===== src/rtl/aes_pkg.sv =====
// Shared AES MixColumns definitions: GF(2^8) helpers, mode encoding, FSM states.
package aes_pkg;

    localparam logic MODE_ENC = 1'b0;   // MixColumns     (02 03 01 01)
    localparam logic MODE_DEC = 1'b1;   // InvMixColumns  (0E 0B 0D 09)

    typedef enum logic [1:0] {
        IDLE = 2'd0,
        RUN  = 2'd1,
        DONE = 2'd2
    } fsm_state_t;

    // Multiply by x in GF(2^8), reducing by x^8+x^4+x^3+x+1.
    function automatic logic [7:0] xtime(input logic [7:0] a);
        return {a[6:0], 1'b0} ^ (a[7] ? 8'h1b : 8'h00);
    endfunction

    // Constant multiply built from an xtime chain; only the MixColumns
    // coefficients are supported, anything else yields zero.
    function automatic logic [7:0] gf_mul(input logic [7:0] a, input logic [7:0] k);
        logic [7:0] x2;
        logic [7:0] x4;
        logic [7:0] x8;
        logic [7:0] r;
        x2 = xtime(a);
        x4 = xtime(x2);
        x8 = xtime(x4);
        case (k)
            8'h01:   r = a;
            8'h02:   r = x2;
            8'h03:   r = x2 ^ a;
            8'h09:   r = x8 ^ a;
            8'h0b:   r = x8 ^ x2 ^ a;
            8'h0d:   r = x8 ^ x4 ^ a;
            8'h0e:   r = x8 ^ x4 ^ x2;
            default: r = 8'h00;
        endcase
        return r;
    endfunction

endpackage


===== src/rtl/mix_col_unit.sv =====
// Combinational single-column MixColumns / InvMixColumns transform.
// Row 0 byte is the column MSB.
module mix_col_unit
    import aes_pkg::*;
(
    input  logic [31:0] i_col,
    input  logic        i_mode,
    output logic [31:0] o_col
);

    logic [7:0] w_a   [4];
    logic [7:0] w_enc [4];
    logic [7:0] w_dec [4];

    for (genvar r = 0; r < 4; r++) begin : g_row
        assign w_a[r] = i_col[31-8*r -: 8];
    end

    // Each output row mixes the column bytes rotated so that row r leads.
    for (genvar r = 0; r < 4; r++) begin : g_mix
        assign w_enc[r] = gf_mul(w_a[r], 8'h02)       ^ gf_mul(w_a[(r+1)%4], 8'h03) ^
                          w_a[(r+2)%4]                ^ w_a[(r+3)%4];
        assign w_dec[r] = gf_mul(w_a[r], 8'h0e)       ^ gf_mul(w_a[(r+1)%4], 8'h0b) ^
                          gf_mul(w_a[(r+2)%4], 8'h0d) ^ gf_mul(w_a[(r+3)%4], 8'h09);
        assign o_col[31-8*r -: 8] = (i_mode == MODE_DEC) ? w_dec[r] : w_enc[r];
    end

endmodule


===== src/rtl/mix_cols_engine.sv =====
// Multi-cycle AES (Inv)MixColumns engine over a 128-bit state.
// Transforms COLS_PER_CYCLE columns per clock in place inside one state
// register, with valid/ready handshakes on both sides.
module mix_cols_engine
    import aes_pkg::*;
#(
    parameter int COLS_PER_CYCLE = 1
) (
    input  logic         clk,
    input  logic         rst_n,
    input  logic         in_valid,
    output logic         in_ready,
    input  logic [127:0] in_state,
    input  logic         in_mode,
    input  logic         in_bypass,
    output logic         out_valid,
    input  logic         out_ready,
    output logic [127:0] out_state,
    output logic         busy
);

    if (COLS_PER_CYCLE != 1 && COLS_PER_CYCLE != 2 && COLS_PER_CYCLE != 4) begin : g_bad_param
        $error("mix_cols_engine: COLS_PER_CYCLE must be 1, 2 or 4");
    end

    // Column counter steps by the group width; with 4 columns per cycle the
    // step truncates to 0 and the single group is also the last one.
    localparam logic [1:0] COL_STEP = 2'(COLS_PER_CYCLE);
    localparam logic [1:0] LAST_COL = 2'(4 - COLS_PER_CYCLE);

    fsm_state_t   r_fsm;
    logic [127:0] r_state;
    logic [1:0]   r_col_idx;
    logic         r_mode;
    logic         r_bypass;
    logic         r_out_valid;
    logic         r_busy;

    logic [31:0]  w_cols      [4];
    logic [31:0]  w_next_cols [4];
    logic [127:0] w_state_next;
    logic [1:0]   w_grp_idx   [COLS_PER_CYCLE];
    logic [31:0]  w_grp_in    [COLS_PER_CYCLE];
    logic [31:0]  w_grp_out   [COLS_PER_CYCLE];
    logic [31:0]  w_grp_new   [COLS_PER_CYCLE];
    logic         w_in_ready;
    logic         w_accept;
    logic         w_last;

    for (genvar c = 0; c < 4; c++) begin : g_col
        assign w_cols[c]                     = r_state[127-32*c -: 32];
        assign w_state_next[127-32*c -: 32]  = w_next_cols[c];
    end

    for (genvar g = 0; g < COLS_PER_CYCLE; g++) begin : g_grp
        assign w_grp_idx[g] = r_col_idx + 2'(g);
        assign w_grp_in[g]  = w_cols[w_grp_idx[g]];

        mix_col_unit u_mix_col_unit (
            .i_col  (w_grp_in[g]),
            .i_mode (r_mode),
            .o_col  (w_grp_out[g])
        );

        assign w_grp_new[g] = r_bypass ? w_grp_in[g] : w_grp_out[g];
    end

    // Merge the freshly transformed column group into the current state.
    always_comb begin
        // NOTE: every always_comb output gets a full default before any
        // conditional/indexed write, otherwise unwritten bits infer latches.
        for (int c = 0; c < 4; c++) begin
            w_next_cols[c] = w_cols[c];
        end
        for (int g = 0; g < COLS_PER_CYCLE; g++) begin
            w_next_cols[w_grp_idx[g]] = w_grp_new[g];
        end
    end

    // In DONE a new input may enter in the same cycle the result leaves.
    assign w_in_ready = (r_fsm == IDLE) || ((r_fsm == DONE) && out_ready);
    assign w_accept   = in_valid && w_in_ready;
    assign w_last     = (r_col_idx == LAST_COL);

    // Control FSM and in-place state register.
    always_ff @(posedge clk) begin
        // NOTE: sequential state uses non-blocking assignments so every
        // register samples pre-edge values regardless of statement order.
        if (!rst_n) begin
            r_fsm       <= IDLE;
            // NOTE: the state register is reset on purpose because it drives
            // out_state directly and must read as zero after reset.
            r_state     <= '0;
            r_col_idx   <= '0;
            r_mode      <= MODE_ENC;
            r_bypass    <= 1'b0;
            r_out_valid <= 1'b0;
            r_busy      <= 1'b0;
        end else if (w_accept) begin
            r_fsm       <= RUN;
            r_state     <= in_state;
            r_mode      <= in_mode;
            r_bypass    <= in_bypass;
            r_col_idx   <= '0;
            r_out_valid <= 1'b0;
            r_busy      <= 1'b1;
        end else begin
            case (r_fsm)
                RUN: begin
                    r_state   <= w_state_next;
                    r_col_idx <= r_col_idx + COL_STEP;
                    if (w_last) begin
                        r_fsm       <= DONE;
                        r_out_valid <= 1'b1;
                    end
                end
                DONE: begin
                    if (out_ready) begin
                        r_fsm       <= IDLE;
                        r_out_valid <= 1'b0;
                        r_busy      <= 1'b0;
                    end
                end
                IDLE: ;
                default: begin
                    r_fsm       <= IDLE;
                    r_out_valid <= 1'b0;
                    r_busy      <= 1'b0;
                end
            endcase
        end
    end

    assign in_ready  = w_in_ready;
    assign out_valid = r_out_valid;
    assign out_state = r_state;
    assign busy      = r_busy;

endmodule


===== config.mk =====
export PLATFORM = sky130hd
export DESIGN_NAME = mix_cols_engine
export DESIGN_NICKNAME = d
export VERILOG_FILES = /design/src/rtl/aes_pkg.sv /design/src/rtl/mix_col_unit.sv /design/src/rtl/mix_cols_engine.sv
export SDC_FILE = /design/constraint.sdc
export NUM_CORES = 1
export LEC_CHECK = 0
export BUFFER_PORTS_ARGS = -buffer_cell sky130_fd_sc_hd__buf_2
export CAP_MARGIN = 40
export CORE_MARGIN = 3
export CORE_UTILIZATION = 50
export CTS_CLUSTER_DIAMETER = 40
export DETAILED_ROUTE_END_ITERATION = 7
export PLACE_DENSITY = 0.83
export SYNTH_ARGS = -nofsm -noshare
export SYNTH_HDL_FRONTEND = slang
export SYNTH_SLANG_ARGS = --single-unit

===== constraint.sdc =====
create_clock -name clk -period 4.4 [get_ports clk]
set_input_delay 0 -clock clk [delete_from_list [all_inputs] [get_ports clk]]
set_output_delay 0 -clock clk [all_outputs]
set_load 0.005 [all_outputs]

Word-level counts from Yosys, hierarchy flattened
Cells that the tools add are included.

Output and inout port bits: 131. Latch bits: 0. Flip-flop bits (word level): 136. RAM bits: 0. Memories kept: 0. Bits in read-only memories: 0. Word-level logic and storage cells: 132.

Multipliers: 0. Divide/modulo/power cells: 0. Magnitude comparators: 2. Reduce and logical (&&, ||, !) cells: 11. Multiplexer cells: 34. Shift operators: 0. Bitwise operators: 67. $add $sub $neg: 1. Eq/ne operators: 9.

Operators by type and width (count): 8-bit XOR (64); 128-bit 2-to-1 mux (2); 128-bit bitwise mux (1); 32-bit 2-to-1 mux (4); 32-bit binary-select mux with 2-bit select (1); 32-bit demux with 2-bit select (1); 5-bit 2-to-1 mux (12); 8-bit 2-to-1 mux (4); 2-bit inequality test, second input constant (3); 3-bit inequality test, second input constant (2); 2-bit one-hot mux with 3 select lines (1); 3-bit AND reduction (2); 2-bit == test, second input constant (2); 1-bit 2-to-1 mux (4); 2-bit 2-to-1 mux (2); 2-bit OR reduction (2); 3-bit greater-or-equal comparator, second input constant (1); 1-bit logical AND (3); 3-bit by 1-bit less-than comparator with 1-bit output, second input constant (1); 2-bit inverter with 3-bit output (1); 1-bit one-hot mux with 3 select lines (1); 2-bit by 1-bit adder with 2-bit output, second input constant (1); 2-bit by 1-bit == test with 1-bit output, second input constant (1); 2-bit zero test (1); 6 further kinds (7).

Logic depth before layout (Yosys ltp)
Word-level depth: 20. Gate-level depth with buffers: 13. Gate-level depth less buffers: 8.

By module
A second synthesis with hierarchy kept.

Cell total of the unflattened synthesis: 957. Area total of the unflattened synthesis: 9545.4 um^2.

By module, submodules not included: mix_cols_engine (times used 1, sequential area each 2702.6 um^2, cells an instance 675, area an instance 7025.5 um^2); mix_col_unit (times used 1, sequential area each 0.0 um^2, cells an instance 282, area an instance 2519.9 um^2).

Worst setup path after synthesis
OpenSTA, ideal clock, no wires.

Path kind: register to register. From: reg r_col_idx[0]. To: reg r_state[27], in the netlist out_state[27]. Path slack: 1.024 ns. Path buffers: 3. Setup time: 0.115 ns. Arrival: 3.261 ns. Period minus slack after synthesis: 3.376 ns. Stages on the path, launching flop included: 12. Required time: 4.285 ns. Cell sequence: dfxtp_1 -> buf_6 -> buf_8 -> mux4_2 -> buf_4 -> xnor2_1 -> xnor2_1 -> xor3_1 -> xnor3_1 -> a222oi_1 -> o21ai_0 -> and2_1.

Cells in the longest elaborated chain, start to end: 18.

Ends and longest elaborated chain: start, declared (RTL line mix_cols_engine.sv:33) `logic [1:0] r_col_idx;`; start signal, assigned (RTL line mix_cols_engine.sv:111) `r_col_idx <= r_col_idx + COL_STEP;`; 2-bit inverter with 3-bit output (not written as such) * (RTL line mix_cols_engine.sv:57, mix_cols_engine.sv:76); 32-bit binary-select mux with 2-bit select (RTL line mix_cols_engine.sv:57) `assign w_grp_in[g] = w_cols[w_grp_idx[g]];`; 32-bit 2-to-1 mux (not written as such) (2 in a row) (RTL line mix_cols_engine.sv:57); 5-bit 2-to-1 mux / 8-bit XOR (equally long branches) (RTL line aes_pkg.sv:15) `return {a[6:0], 1'b0} ^ (a[7] ? 8'h1b : 8'h00);`; 8-bit XOR (RTL line aes_pkg.sv:15); 8-bit XOR / 5-bit 2-to-1 mux (equally long branches) (RTL line aes_pkg.sv:15); 8-bit XOR (on tied branches); 8-bit XOR (on tied branches) (2 in a row) (RTL line aes_pkg.sv:35, aes_pkg.sv:33); 8-bit XOR (2 in a row) (RTL line mix_col_unit.sv:23) `assign w_dec[r] = gf_mul(w_a[r], 8'h0e) ^ gf_mul(w_a[(r+1)%4], 8'h0b) ^`; 8-bit XOR (RTL line mix_col_unit.sv:24) `gf_mul(w_a[(r+2)%4], 8'h0d) ^ gf_mul(w_a[(r+3)%4], 8'h09);`; 8-bit 2-to-1 mux (RTL line mix_col_unit.sv:25) `assign o_col[31-8*r -: 8] = (i_mode == MODE_DEC) ? w_dec[r] : w_enc[r];`; 32-bit 2-to-1 mux (RTL line mix_cols_engine.sv:65) `assign w_grp_new[g] = r_bypass ? w_grp_in[g] : w_grp_out[g];`; 128-bit bitwise mux * (RTL line mix_cols_engine.sv:76) `w_next_cols[w_grp_idx[g]] = w_grp_new[g];`; 128-bit 2-to-1 mux * (RTL line mix_cols_engine.sv:108) `case (r_fsm)`; 128-bit 2-to-1 mux * (RTL line mix_cols_engine.sv:99) `end else if (w_accept) begin`; end signal, assigned (RTL line mix_cols_engine.sv:101) `r_state <= in_state;`; end signal, assigned (RTL line mix_cols_engine.sv:110) `r_state <= w_state_next;`; end, declared (RTL line mix_cols_engine.sv:32) `logic [127:0] r_state;`.

Mark *: on every way between the ends. The rest lies on a longest branch, timed or not. The select of a mux whose other input is x is not followed. A chain may end at the register's enable or synchronous reset.

Final worst setup path
From: reg r_col_idx[0]. To: reg r_state[91], in the netlist out_state[91].

The elaborated chain is that of the path after synthesis.

==> summary.md <==
| Metric | Value |
|---|---|
| Rows | `50` |
| CTS Buf Count | `17` |
| Fin crit share | `88.6%` |
| Period minus WS final | `3900 ps` |
| Worst Skew | `7.81 ps` |
| Avg Cell Area, Syn | `9.81 um^2` |
| CP Capture Type | `flip-flop` |
| # IOs | `265` |
| WL/cell | `25.0 um` |
| Crit-path max FO | `35` |
| Initial antenna violation count | `4` |
| Result of the run | `completed` |
| Most Frequent Cell on Critical Path | `xnor3_1` |
| RSZ-0062 raised after global routing | `no` |
| Met3 Track Usage GR | `7.83%` |
| R2R Setup Slk | `500 ps` |
| First-pass GRT wire length | `61,700 um` |
| Met1 Track Usage GR | `45.7%` |
| Hold Path Sink | `out_state[44]` |
| Setup TNS Final | `0 ps` |
| Seq/Total Area, Yosys | `27.1%` |
| Max stage delay on crit path | `790 ps` |
| CTS sink count | `135` |
| Synth Register Bits | `135` |
| YS warnings | `0` |
| Final Hold Viols | `0` |
| WS Path Type | `flip-flop to flip-flop` |
| Starting density of the core | `52.0%` |
| Synth top area share | `27.1%` |
| Vias in the first global route | `10.7k` |
| DRC Markers | `0` |
| WL final | `41,200 um` |
| Clock Latency Late Sink | `420 ps` |
| Die area | `21,600 um^2` |
| Hold crit path type | `primary input to flip-flop` |
| PostCTS Resize Cnt | `0` |
| Busiest grt layer | `met2` |
| Worst R2R End | `out_state[91]` |
| Nets | `1,508` |
| Syn Nets | `1,153` |
| Routed vias/inst | `6.45` |
| Pwr Total | `9.46 mW` |
| P&R area growth vs syn | `34.7%` |
| DR iter-0 viols | `1,449` |
| Max_cap viols | `0` |
| Max Slew Vio Count | `0` |
| H-tree depth | `4` |
| Largest net degree at the start of global routing | `83` |
| Post-Synthesis Cells | `1,015` |
| Root Buffer Master | `clkbuf_16` |
| CP startpoint | `r_col_idx[0]` |
| Die height | `147 um` |
| Hold Crit Depth | `5` |
| Netlist cell types | `52` |
| Die Width | `147 um` |
| Synth async-reset ratio | `0%` |
| Worst-path cell chain | `buf_12 -> mux4_2 -> xnor3_1 -> xor3_1 -> xnor3_1 -> a222oi_1 -> o21ai_0 -> and2_1` |
| Crit path buffers/inverters | `1` |
| DRT Pass-1 Iters | `6` |
| Launch point of the worst reg-to-reg path | `r_col_idx[0]` |
| Post-synth EDFFs | `0` |
| Synth area leader | `dfxtp_1` |
| CP delay by family, top | `XOR/XNOR gates` |
| Gpl congestion | `0.978` |
| Worst IR Drop VDD | `0.393 mV` |
| Leakage | `5.78 nW` |
| Relative slew slack | `50.0%` |
| DRT antenna net count | `0` |
| Startpoint types | `flip-flop` |
| Layout cell share with drive strength beyond 1 | `28.4%` |
| Post-synthesis cell area | `9960 um^2` |
| CTS tree | `built` |
| Via count | `10.6k` |
| Setup violators final | `0` |
| Measured slew at the worst slew-check pin | `749 ps` |
| FF-to-FF path depth | `8` |
| Prevailing post-synth register cell | `dfxtp_1` |
| Worst path arrival time | `4220 ps` |
| Port bufs | `264` |
| Total grt overflow | `0` |
| Pwr Density | `705 nW/um^2` |
| Worst Hold Launch | `in_state[44]` |
| Clock Path Buffers | `2` |
| F_max | `0.256 GHz` |
| Total GRT Usage | `36.4%` |
| Worst path slowest cell | `mux4_2` |
| Core Area | `19,100 um^2` |
| Crit path required time | `4720 ps` |
| Reg clk slew, reported paths | `70 ps` |
| Met2 Track Usage GR | `58.8%` |
| Largest cells by area after synthesis | `dfxtp_1 27%, xnor2_1 11%, xnor3_1 8.8%` |
| Detailed placement HPWL | `26,700 um` |
## area by class of cell
class                   instances  area [um^2]
repair buffers                430         2920
clock buffers                  18          439
fillers                      1347         5720
clock inverters                14          188
diodes                          4         10.0
multi-input cells             781         6820
inverters                       5         18.8
well taps                     260          325
flip-flops and latches        135         2710
## sequential cells by signal, summed over array words and instances (netlist names)
| signal | cells |
|---|---|
| r_col_idx | 2 |
| busy | 1 |
| r_mode | 1 |
| r_fsm | 2 |
| r_bypass | 1 |
| out_state | 128 |
## cell usage in the layout (no fill, tap or decap), drive strengths merged, types with 6 or more instances in the layout
cell type,count
o21ai,61
dfxtp,135
xnor2,141
mux2i,8
nand2,107
nand3,6
and3,7
a22oi,109
nor2,28
inv,11
xor2,36
xnor3,39
a22o,29
a32o,12
a21boi,68
xor3,7
buf,302
nor3,7
and2,34
dlygate4sd3,128
mux4,32
clkbuf,18
## synthesized netlist by cell type (2+ instances only)
cell and n:
nand2_1 107, xnor2_4 5, nand2b_1 5, mux4_2 32
nor2_1 28, a21boi_0 63, a32oi_1 4, a31oi_1 4
o21a_1 5, xnor3_1 39, nor3_1 7, xor3_1 7
xnor2_1 126, and3_1 7, buf_4 6, a21boi_1 5
and2_1 34, xnor2_2 10, buf_2 15, o31ai_1 4
nor2b_1 5, a32o_1 12, clkbuf_1 62, a21oi_1 5
buf_1 6, inv_1 4, buf_6 4, ha_1 4
a22o_1 29, o21ai_0 58, o21ai_1 3, a22oi_1 109
dfxtp_1 135, a21o_1 2, nand3_1 6, mux2i_1 8
xor2_1 35
## worst max-delay path by stage
stage	to	slack, ps	cells after the start
global placement	out_state[109]	640	10
detailed placement	out_state[109]	580	10
finish	out_state[91]	500	8
CTS	out_state[109]	550	10
floorplan	out_state[27]	1020	11
global route	out_state[91]	320	9
## layer usage
| metal | vias to the layer above | part of all wire, % |
|---|---|---|
| met1 | 5018 | 36 |
| met5 | - | 0 |
| li1 | 4390 | - |
| met3 | 233 | 11 |
| met2 | 976 | 47 |
| met4 | 0 | 5.6 |
## stage by stage
stage	instance area, um^2	std cells	worst slack, ps	hold WS (ps)	util [%]
after CTS	13400	1642	548	10.6	70.0
after global routing	13400	1647	317	18.8	70.1
after floorplan	9960	1015	1020	113	-
after global placement	11500	1480	636	288	59.9
after detailed placement	11500	1482	576	286	60.0
final	13400	1647	501	27.5	70.1
## worst register-to-register path, stage by stage, from the launching register on
cell and delay (ps):
dfxtp_2 340, buf_12 290, mux4_2 800, xnor3_1 560, xor3_1 450, xnor3_1 380, a222oi_1 570, o21ai_0 220
and2_1 190
## report_power, final
group          switching, mW  leakage, nW  internal (mW)
combinational           3.27         4.37           3.11
clock                  0.631        0.298          0.926
sequential             0.152         1.11           1.36
total                   4.06         5.78           5.40
## logic make-up after synthesis
| logic type | share of synthesized area, % |
|---|---|
| flip-flops | 27.1 |
| AND/OR/NAND/NOR | 9.21 |
| adder cells (fa/ha/maj) | 0.503 |
| XOR/XNOR | 27.8 |
| buffers and inverters | 4.56 |
| AO/OA/AOI/OAI | 22.6 |
| multiplexers | 8.15 |
## timing repair
item	in CTS	in global routing
hold buffers	128	0
buffers inserted	0	0
hold endpoints to repair	129	0
Power figures use the tool's default switching activity.
